**src/rtl/wb_irq_ctrl_pkg.sv**
```systemverilog
// Shared register map constants and helpers for the Wishbone interrupt controller.
// The optional priority ID register is enabled with WB_IRQ_CTRL_PRIO_EN.
package wb_irq_ctrl_pkg;

    localparam logic [2:0] ADR_RAW     = 3'd0;
    localparam logic [2:0] ADR_PENDING = 3'd1;
    localparam logic [2:0] ADR_MASK    = 3'd2;
    localparam logic [2:0] ADR_EDGE    = 3'd3;
    localparam logic [2:0] ADR_SET     = 3'd4;
    localparam logic [2:0] ADR_ACTIVE  = 3'd5;
    localparam logic [2:0] ADR_ID      = 3'd6;

    localparam int unsigned ID_VALID_BIT = 31;
    localparam int unsigned ID_IDX_W     = 5;

    // Index of the lowest set bit; 0 when the vector is empty.
    function automatic logic [ID_IDX_W-1:0] lowest_idx(input logic [31:0] v);
        logic [ID_IDX_W-1:0] idx;
        idx = '0;
        for (int i = 31; i >= 0; i--) begin
            if (v[i]) idx = ID_IDX_W'(i);
        end
        return idx;
    endfunction

endpackage

```
**src/rtl/irq_sync_edge.sv**
```systemverilog
// Per-source synchroniser chain with edge history; rise flags a 0->1 of the synced level.
module irq_sync_edge #(
    parameter int unsigned SYNC_STAGES = 2
) (
    input  logic clk,
    input  logic rst_n,
    input  logic src,
    output logic s,
    output logic rise
);

    logic [SYNC_STAGES-1:0] sync_q;
    logic                   prev_q;

    always_ff @(posedge clk or negedge rst_n) begin
        if (!rst_n) begin
            sync_q <= '0;
            prev_q <= 1'b0;
        end else begin
            sync_q <= {sync_q[SYNC_STAGES-2:0], src};
            prev_q <= sync_q[SYNC_STAGES-1];
        end
    end

    assign s    = sync_q[SYNC_STAGES-1];
    assign rise = s & ~prev_q;

endmodule

```
**src/rtl/wb_irq_ctrl.sv**
```systemverilog
// Wishbone B3 interrupt controller: sync, level/edge capture, pending, mask, CPU irq vector.
// Defining WB_IRQ_CTRL_PRIO_EN adds a registered lowest-active-index ID register at address 6.
module wb_irq_ctrl
    import wb_irq_ctrl_pkg::*;
#(
    parameter int unsigned NUM_SRC     = 32,
    parameter int unsigned SYNC_STAGES = 2
) (
    input  logic               wb_clk_i,
    input  logic               wb_rst_ni,
    input  logic [2:0]         wb_adr_i,
    input  logic [31:0]        wb_dat_i,
    input  logic [3:0]         wb_sel_i,
    input  logic               wb_we_i,
    input  logic               wb_cyc_i,
    input  logic               wb_stb_i,
    output logic [31:0]        wb_dat_o,
    output logic               wb_ack_o,
    output logic               wb_err_o,
    input  logic [NUM_SRC-1:0] irq_src_i,
    output logic [NUM_SRC-1:0] irq_o
);

    logic [NUM_SRC-1:0] s, rise, set_cond, w1c, sw_set, active;
    logic [NUM_SRC-1:0] pend_q, pend_d, mask_q, edge_mode_q, wdat;
    logic               ack_q, err_q, req, mapped, wr_en;
    logic [31:0]        dat_q, rdat;

    for (genvar i = 0; i < NUM_SRC; i++) begin : g_src
        irq_sync_edge #(
            .SYNC_STAGES(SYNC_STAGES)
        ) u_sync (
            .clk  (wb_clk_i),
            .rst_n(wb_rst_ni),
            .src  (irq_src_i[i]),
            .s    (s[i]),
            .rise (rise[i])
        );
    end

    assign active = pend_q & mask_q;

`ifdef WB_IRQ_CTRL_PRIO_EN
    logic [31:0] id_q, id_d;

    always_comb begin
        id_d                   = '0;
        id_d[ID_VALID_BIT]     = |active;
        id_d[ID_IDX_W-1:0]     = lowest_idx(32'(active));
    end

    always_ff @(posedge wb_clk_i or negedge wb_rst_ni) begin
        if (!wb_rst_ni) id_q <= '0;
        else            id_q <= id_d;
    end
`endif

    // A new request is only accepted while no response is being presented.
    assign req  = wb_cyc_i & wb_stb_i & ~ack_q & ~err_q;
    assign wdat = wb_dat_i[NUM_SRC-1:0];

    always_comb begin
        mapped = 1'b1;
        rdat   = '0;
        case (wb_adr_i)
            ADR_RAW:     rdat = 32'(s);
            ADR_PENDING: rdat = 32'(pend_q);
            ADR_MASK:    rdat = 32'(mask_q);
            ADR_EDGE:    rdat = 32'(edge_mode_q);
            ADR_SET:     rdat = '0;
            ADR_ACTIVE:  rdat = 32'(active);
`ifdef WB_IRQ_CTRL_PRIO_EN
            ADR_ID:      rdat = id_q;
`endif
            default:     mapped = 1'b0;
        endcase
    end

    assign wr_en    = req & wb_we_i & mapped & (wb_sel_i == 4'hF);
    assign w1c      = (wr_en && wb_adr_i == ADR_PENDING) ? wdat : '0;
    assign sw_set   = (wr_en && wb_adr_i == ADR_SET) ? wdat : '0;
    assign set_cond = (edge_mode_q & rise) | (~edge_mode_q & s);
    assign pend_d   = (pend_q & ~w1c) | set_cond | sw_set;

    always_ff @(posedge wb_clk_i or negedge wb_rst_ni) begin
        if (!wb_rst_ni) begin
            pend_q      <= '0;
            mask_q      <= '0;
            edge_mode_q <= '0;
            ack_q       <= 1'b0;
            err_q       <= 1'b0;
            dat_q       <= '0;
        end else begin
            pend_q <= pend_d;
            if (wr_en && wb_adr_i == ADR_MASK) mask_q <= wdat;
            if (wr_en && wb_adr_i == ADR_EDGE) edge_mode_q <= wdat;
            ack_q <= req & mapped;
            err_q <= req & ~mapped;
            dat_q <= (req && mapped && !wb_we_i) ? rdat : '0;
        end
    end

    assign wb_ack_o = ack_q;
    assign wb_err_o = err_q;
    assign wb_dat_o = dat_q;
    assign irq_o    = active;

endmodule

```
**config.mk**
```make
export PLATFORM = sky130hd
export DESIGN_NAME = wb_irq_ctrl
export DESIGN_NICKNAME = d
export VERILOG_FILES = /design/src/rtl/wb_irq_ctrl_pkg.sv /design/src/rtl/irq_sync_edge.sv /design/src/rtl/wb_irq_ctrl.sv
export SDC_FILE = /design/constraint.sdc
export NUM_CORES = 1
export LEC_CHECK = 0
export ABC_AREA = 1
export CAP_MARGIN = 20
export CORE_MARGIN = 2
export CORE_UTILIZATION = 35
export CTS_CLUSTER_DIAMETER = 150
export DETAILED_ROUTE_END_ITERATION = 10
export SETUP_SLACK_MARGIN = 0.05
export SYNTH_ARGS = -nofsm -noshare
export SYNTH_HDL_FRONTEND = slang
export SYNTH_SLANG_ARGS = --single-unit
```
**constraint.sdc**
```tcl
create_clock -name wb_clk_i -period 2.5 [get_ports wb_clk_i]
set_input_delay 0.25 -clock wb_clk_i [delete_from_list [all_inputs] [get_ports wb_clk_i]]
set_output_delay 0.25 -clock wb_clk_i [all_outputs]
set_load 0.02 [all_outputs]
```
Yosys cells after proc, flatten, opt, wreduce, memory -nomap -nowiden --
Cells that the tools add are included.
Cells by class: equal/unequal tests 6, multiplexer cells 5, bitwise gates (word level) 84, reductions and logical operators 9
Operators by type and width (number):
- 32-bit case mux with 5 select lines | 1
- 32-bit bitwise AND | 4
- 32-bit two-way mux | 3
- 32-bit OR | 3
- 32-bit inverter | 2
- 1-bit bitwise AND | 40
- 1-bit inverter | 35
- 3-bit by 2-bit == test with 1-bit output, second input constant | 2
- 3-bit == test, second input constant | 2
- 1-bit logical AND | 6
- 6-bit OR reduction | 1
- 4-bit == test, second input constant | 1
- 3-bit by 1-bit == test with 1-bit output, second input constant | 1
- 3-bit zero test | 1
- 1-bit zero test | 1
- 1-bit two-way mux | 1
Storage, ports and cells: bits in registers 226, output and inout bits 66

Logic depth before layout (Yosys ltp) --
word-level depth 12, mapped depth 10

Modules after synthesis --
From an unflattened synthesis, not the netlist that was laid out.
Unflattened totals: cell total of the unflattened synthesis 1102, area total of the unflattened synthesis 9560.4 um^2
Modules (own cells, without submodules):
- wb_irq_ctrl | instances 1, cells an instance 942, area each 6837.8 um^2, seq. area each 3253.1 um^2
- irq_sync_edge | instances 32, cells an instance 5, area each 85.1 um^2, seq. area each 75.1 um^2

Worst setup path before layout --
No wires, ideal clock.
path type register -> register, start reg ack_q, in the netlist wb_ack_o, end reg pend_q[10], setup time 116 ps, arrival time 1328 ps, data required time 2384 ps, setup slack 1056 ps, stages on the path, launching flop included 9, path buffers 2, period minus slack after synthesis 1444 ps, cells stage by stage dfrtp_1 > nor2_1 > nand2_1 > nor2_4 > buf_2 > buf_2 > nand4_1 > nand2_1 > nand2_1
Between the ends: cells in the longest elaborated chain, start to end 12, elaborated cells on any way between the ends 14, classes of those cells 2 x mux; 10 x bitwise; 2 x reduce/logical
Ends and longest elaborated chain:
- from (decl) | RTL line wb_irq_ctrl.sv:26 | logic ack_q, err_q, req, mapped, wr_en;
- from (signal assigned) | RTL line wb_irq_ctrl.sv:97 | ack_q <= req & mapped;
- 1-bit inverter * | RTL line wb_irq_ctrl.sv:59 | assign req = wb_cyc_i & wb_stb_i & ~ack_q & ~err_q;
- 1-bit bitwise AND * (2 in a row) | RTL line wb_irq_ctrl.sv:59
- 1-bit bitwise AND * (3 in a row) | RTL line wb_irq_ctrl.sv:79 | assign wr_en = req & wb_we_i & mapped & (wb_sel_i == 4'hF);
- 1-bit logical AND | RTL line wb_irq_ctrl.sv:80 | assign w1c = (wr_en && wb_adr_i == ADR_PENDING) ? wdat : '0;
- 32-bit two-way mux | RTL line wb_irq_ctrl.sv:80
- 32-bit inverter | RTL line wb_irq_ctrl.sv:83 | assign pend_d = (pend_q & ~w1c) | set_cond | sw_set;
- 32-bit bitwise AND | RTL line wb_irq_ctrl.sv:83
- 32-bit OR | RTL line wb_irq_ctrl.sv:83
- 32-bit OR * | RTL line wb_irq_ctrl.sv:83
- via pend_d[10] | RTL line wb_irq_ctrl.sv:25 | logic [NUM_SRC-1:0] pend_q, pend_d, mask_q, edge_mode_q, wdat;
- to (signal assigned) | RTL line wb_irq_ctrl.sv:94 | pend_q <= pend_d;
- to (decl) | RTL line wb_irq_ctrl.sv:25
Mark *: on every way through the listed nets, which the timed path passes. The rest lies on a longest branch. A chain may end at the register's enable or synchronous reset.

Worst setup path after layout --
start reg mask_q[5], end out irq_o[5]
Between the ends: cells in the longest elaborated chain, start to end 1
Ends and longest elaborated chain:
- from (decl) | RTL line wb_irq_ctrl.sv:25
- from (signal assigned) | RTL line wb_irq_ctrl.sv:95 | if (wr_en && wb_adr_i == ADR_MASK) mask_q <= wdat;
- 32-bit bitwise AND | RTL line wb_irq_ctrl.sv:41 | assign active = pend_q & mask_q;
- to (decl) | RTL line wb_irq_ctrl.sv:21 | output logic [NUM_SRC-1:0] irq_o
Every way passes these cells.

==> flow_summary.json <==
{
  "clock-skew-final_ns": 0.01032,
  "min_from": "irq_src_i[18]",
  "grt.busiest_layer": "met2",
  "p_switching_uw": 1824,
  "status": "finished, final reports clean",
  "timing.final.crit_share_pct": 78.25,
  "dieWidth_um": 166.0,
  "required_ns": 2.25,
  "p_per_area_nw_per_um2": 676.1,
  "yosys.area_share.simple_pct": 28.29,
  "layout-drive-gt1-share_pct": 5.791,
  "fin_nets": 1286,
  "root_buffer": "clkbuf_16",
  "syn_to_final_growth_pct": 29.89,
  "crit_path_start_kind": "register",
  "final_common_cell": "nand2_1",
  "arrival_ns": 1.71,
  "cts_max_level": 1,
  "grtUsageMet3_pct": 3.313,
  "hold_viol_final": 0,
  "grtUsageMet2_pct": 27.17,
  "final_cell_mix": "nand2_1, dfrtp_1, clkdlybuf4s50_1",
  "yosysSeqAreaShare_pct": 61.60,
  "grt_util_met1_pct": 25.47,
  "endpoint_kind": "output pin",
  "rows": 59,
  "grt_pass1_vias": 7343,
  "synth_warnings": 0,
  "max_freq_ghz": 0.5112,
  "port_buffers": 141,
  "io-pin-count": 142,
  "grt-ovfl-total": 0,
  "p_leak_uw": 0.005823,
  "fin_tns_setup_ns": 0,
  "synth_area_leaders": "dfrtp_1, nand2_1, nand4_1",
  "min_period_ns": 1.956,
  "switching_share_pct": 22.62,
  "dr_total_vias": 7278,
  "synth_nets": 1146,
  "cts_tree": "done",
  "synth-compound-area-share_pct": 3.489,
  "placed_cell_area_um2": 11080,
  "antenna_found_initial": 0,
  "path_max_fanout": 3,
  "setup_viol": 0,
  "crit_chain": "nand2_1, inv_1, clkdlybuf4s50_1",
  "power.total_uw": 8063,
  "ys_types": 15,
  "grt_max_degree": 81,
  "cts_max_path_buffers": 3,
  "firstDrtPassIters": 5,
  "slew_headroom_pct": 54.54,
  "grt_pass1_wl_mm": 38.97,
  "core_um2": 25910,
  "ant_nets": 0,
  "ys_seq_elements": 226,
  "synth_area_um2": 9181,
  "max_stage_delay_ns": 0.63,
  "synth_top_area_share_pct": 61.60,
  "drv_slew": 0,
  "synth_top_family_by_area": "simple AND/OR/NAND/NOR gates",
  "worst_pin_slew_ns": 0.6819,
  "seqPwrFrac_pct": 47.4,
  "netlist_instances": 1070,
  "slowest_stage": "clkdlybuf4s50_1",
  "gp_congestion": 0.7366,
  "drc_errors": 0,
  "intPower_uw": 6240,
  "r2r-end": "pend_q[17]",
  "wl_per_cell_um": 15.19,
  "die_area_um2": 27540,
  "synth_top_cell_by_area": "dfrtp_1",
  "p_comb_share_pct": 6.9,
  "cts-resized-gates": 0,
  "reg2reg_slack_ns": 0.84,
  "post_synth_mux_area_share_pct": 0,
  "dpl.hpwl_mm": 14.51,
  "grt_usage_pct": 17.50,
  "final.fill_count": 2497,
  "crit_start": "mask_q[5]",
  "r2r.worst_path.cells": 7,
  "cts-buffers-inserted": 26,
  "syn_avg_cell_area_um2": 8.581,
  "dr.first_iter.drc_count": 413,
  "avgViaCountPerCell": 4.662,
  "cts.sinks": 226,
  "clkPwrFrac_pct": 45.8,
  "initial_core_util_pct": 35.43,
  "die_height_um": 166.0,
  "fin_area_um2": 11930,
  "worstSetupPathType": "register to output pin",
  "utilization_pct": 46.02,
  "rsz0062_at_grt": "no",
  "clk_latency_ns": 0.52,
  "drt_wl_total_mm": 23.71,
  "synth_xor_area_share_pct": 0,
  "r2r-start": "wb_ack_o",
  "drv_cap": 0,
  "path_clk_slew_ns": 0.06,
  "peakVddDrop_mv": 0.4021,
  "hold_class": "input pin to register",
  "min_path_cells": 1,
  "min_to": "g_src[18].u_sync.sync_q[0]",
  "diodes": 0,
  "synthAdderAreaFrac_pct": 0
}
-- metrics by stage --
step                hold WS [ns]  instances  setup WS (ns)
floorplan               -0.04559       1070          1.056
global placement          0.2889       1516         0.3716
detailed placement        0.2893       1516         0.3393
CTS                       0.1373       1561         0.5349
global route              0.1459       1561         0.4743
finish                    0.1635       1561         0.5438
-- power by group through the flow --
stage | clock network, uW | registers [uW] | logic, uW
global placement | 0 | 3880 | 557
finish | 3690 | 3820 | 553
floorplan | 0 | 3880 | 203
global route | 3980 | 3830 | 620
detailed placement | 0 | 3880 | 560
CTS | 3810 | 3820 | 563
-- worst max-delay path by stage --
| stage | slack [ns] | cells after the start | endpoint |
|---|---|---|---|
| global route | 0.47 | 3 | irq_o[13] |
| finish | 0.54 | 3 | irq_o[5] |
| floorplan | 1.06 | 8 | pend_q[10] |
| global placement | 0.37 | 8 | mask_q[14] |
| detailed placement | 0.34 | 8 | mask_q[27] |
| CTS | 0.53 | 3 | irq_o[5] |
-- registers in the layout, indices dropped and copies added (netlist names) --
signal / count
edge_mode_q: 32
g_src.u_sync.prev_q: 32
g_src.u_sync.sync_q: 64
mask_q: 32
pend_q: 32
wb_ack_o: 1
wb_dat_o: 32
wb_err_o: 1
-- cell type report --
class                      instances  area (um2)  area share, %
clock buffer                      37       743.2          6.232
tap                              335       419.2          3.515
inverter                         102       382.9          3.211
sequential                       226        5655          47.42
multi-input combinational        692        2973          24.93
clock inverter                     7       87.58         0.7344
timing repair buffer             162        1664          13.95
-- cells by family after synthesis --
logic type / Yosys count
compound gates: 64
flops: 226
simple gates: 628
buf+inv: 152
-- synth_stat cells (all sizes together) --
master	count
nor3	2
dfrtp	226
nand4	64
inv	102
clkbuf	18
buf	32
nand2	455
nand3	36
nor2	71
o21ai	64
-- routing by layer --
| layer | wire length, um | vias to the layer above |
|---|---|---|
| met3 | 1348 | 35 |
| met4 | 437 | 0 |
| li1 | - | 3617 |
| met2 | 10420 | 189 |
| met5 | 0 | - |
| met1 | 11500 | 3437 |
-- critical path, delay by kind of cell, from the launching register on --
family	cells	cell delay (ns)
buf+inv	2	0.77
flops	1	0.37
simple gates	1	0.06
-- timing repair --
item / in CTS / in global routing
buffers inserted: 0 / 0
hold buffers: 1 / 0
hold endpoints to repair: 75 / 0
No activity file was read; power rests on OpenSTA's default activity.
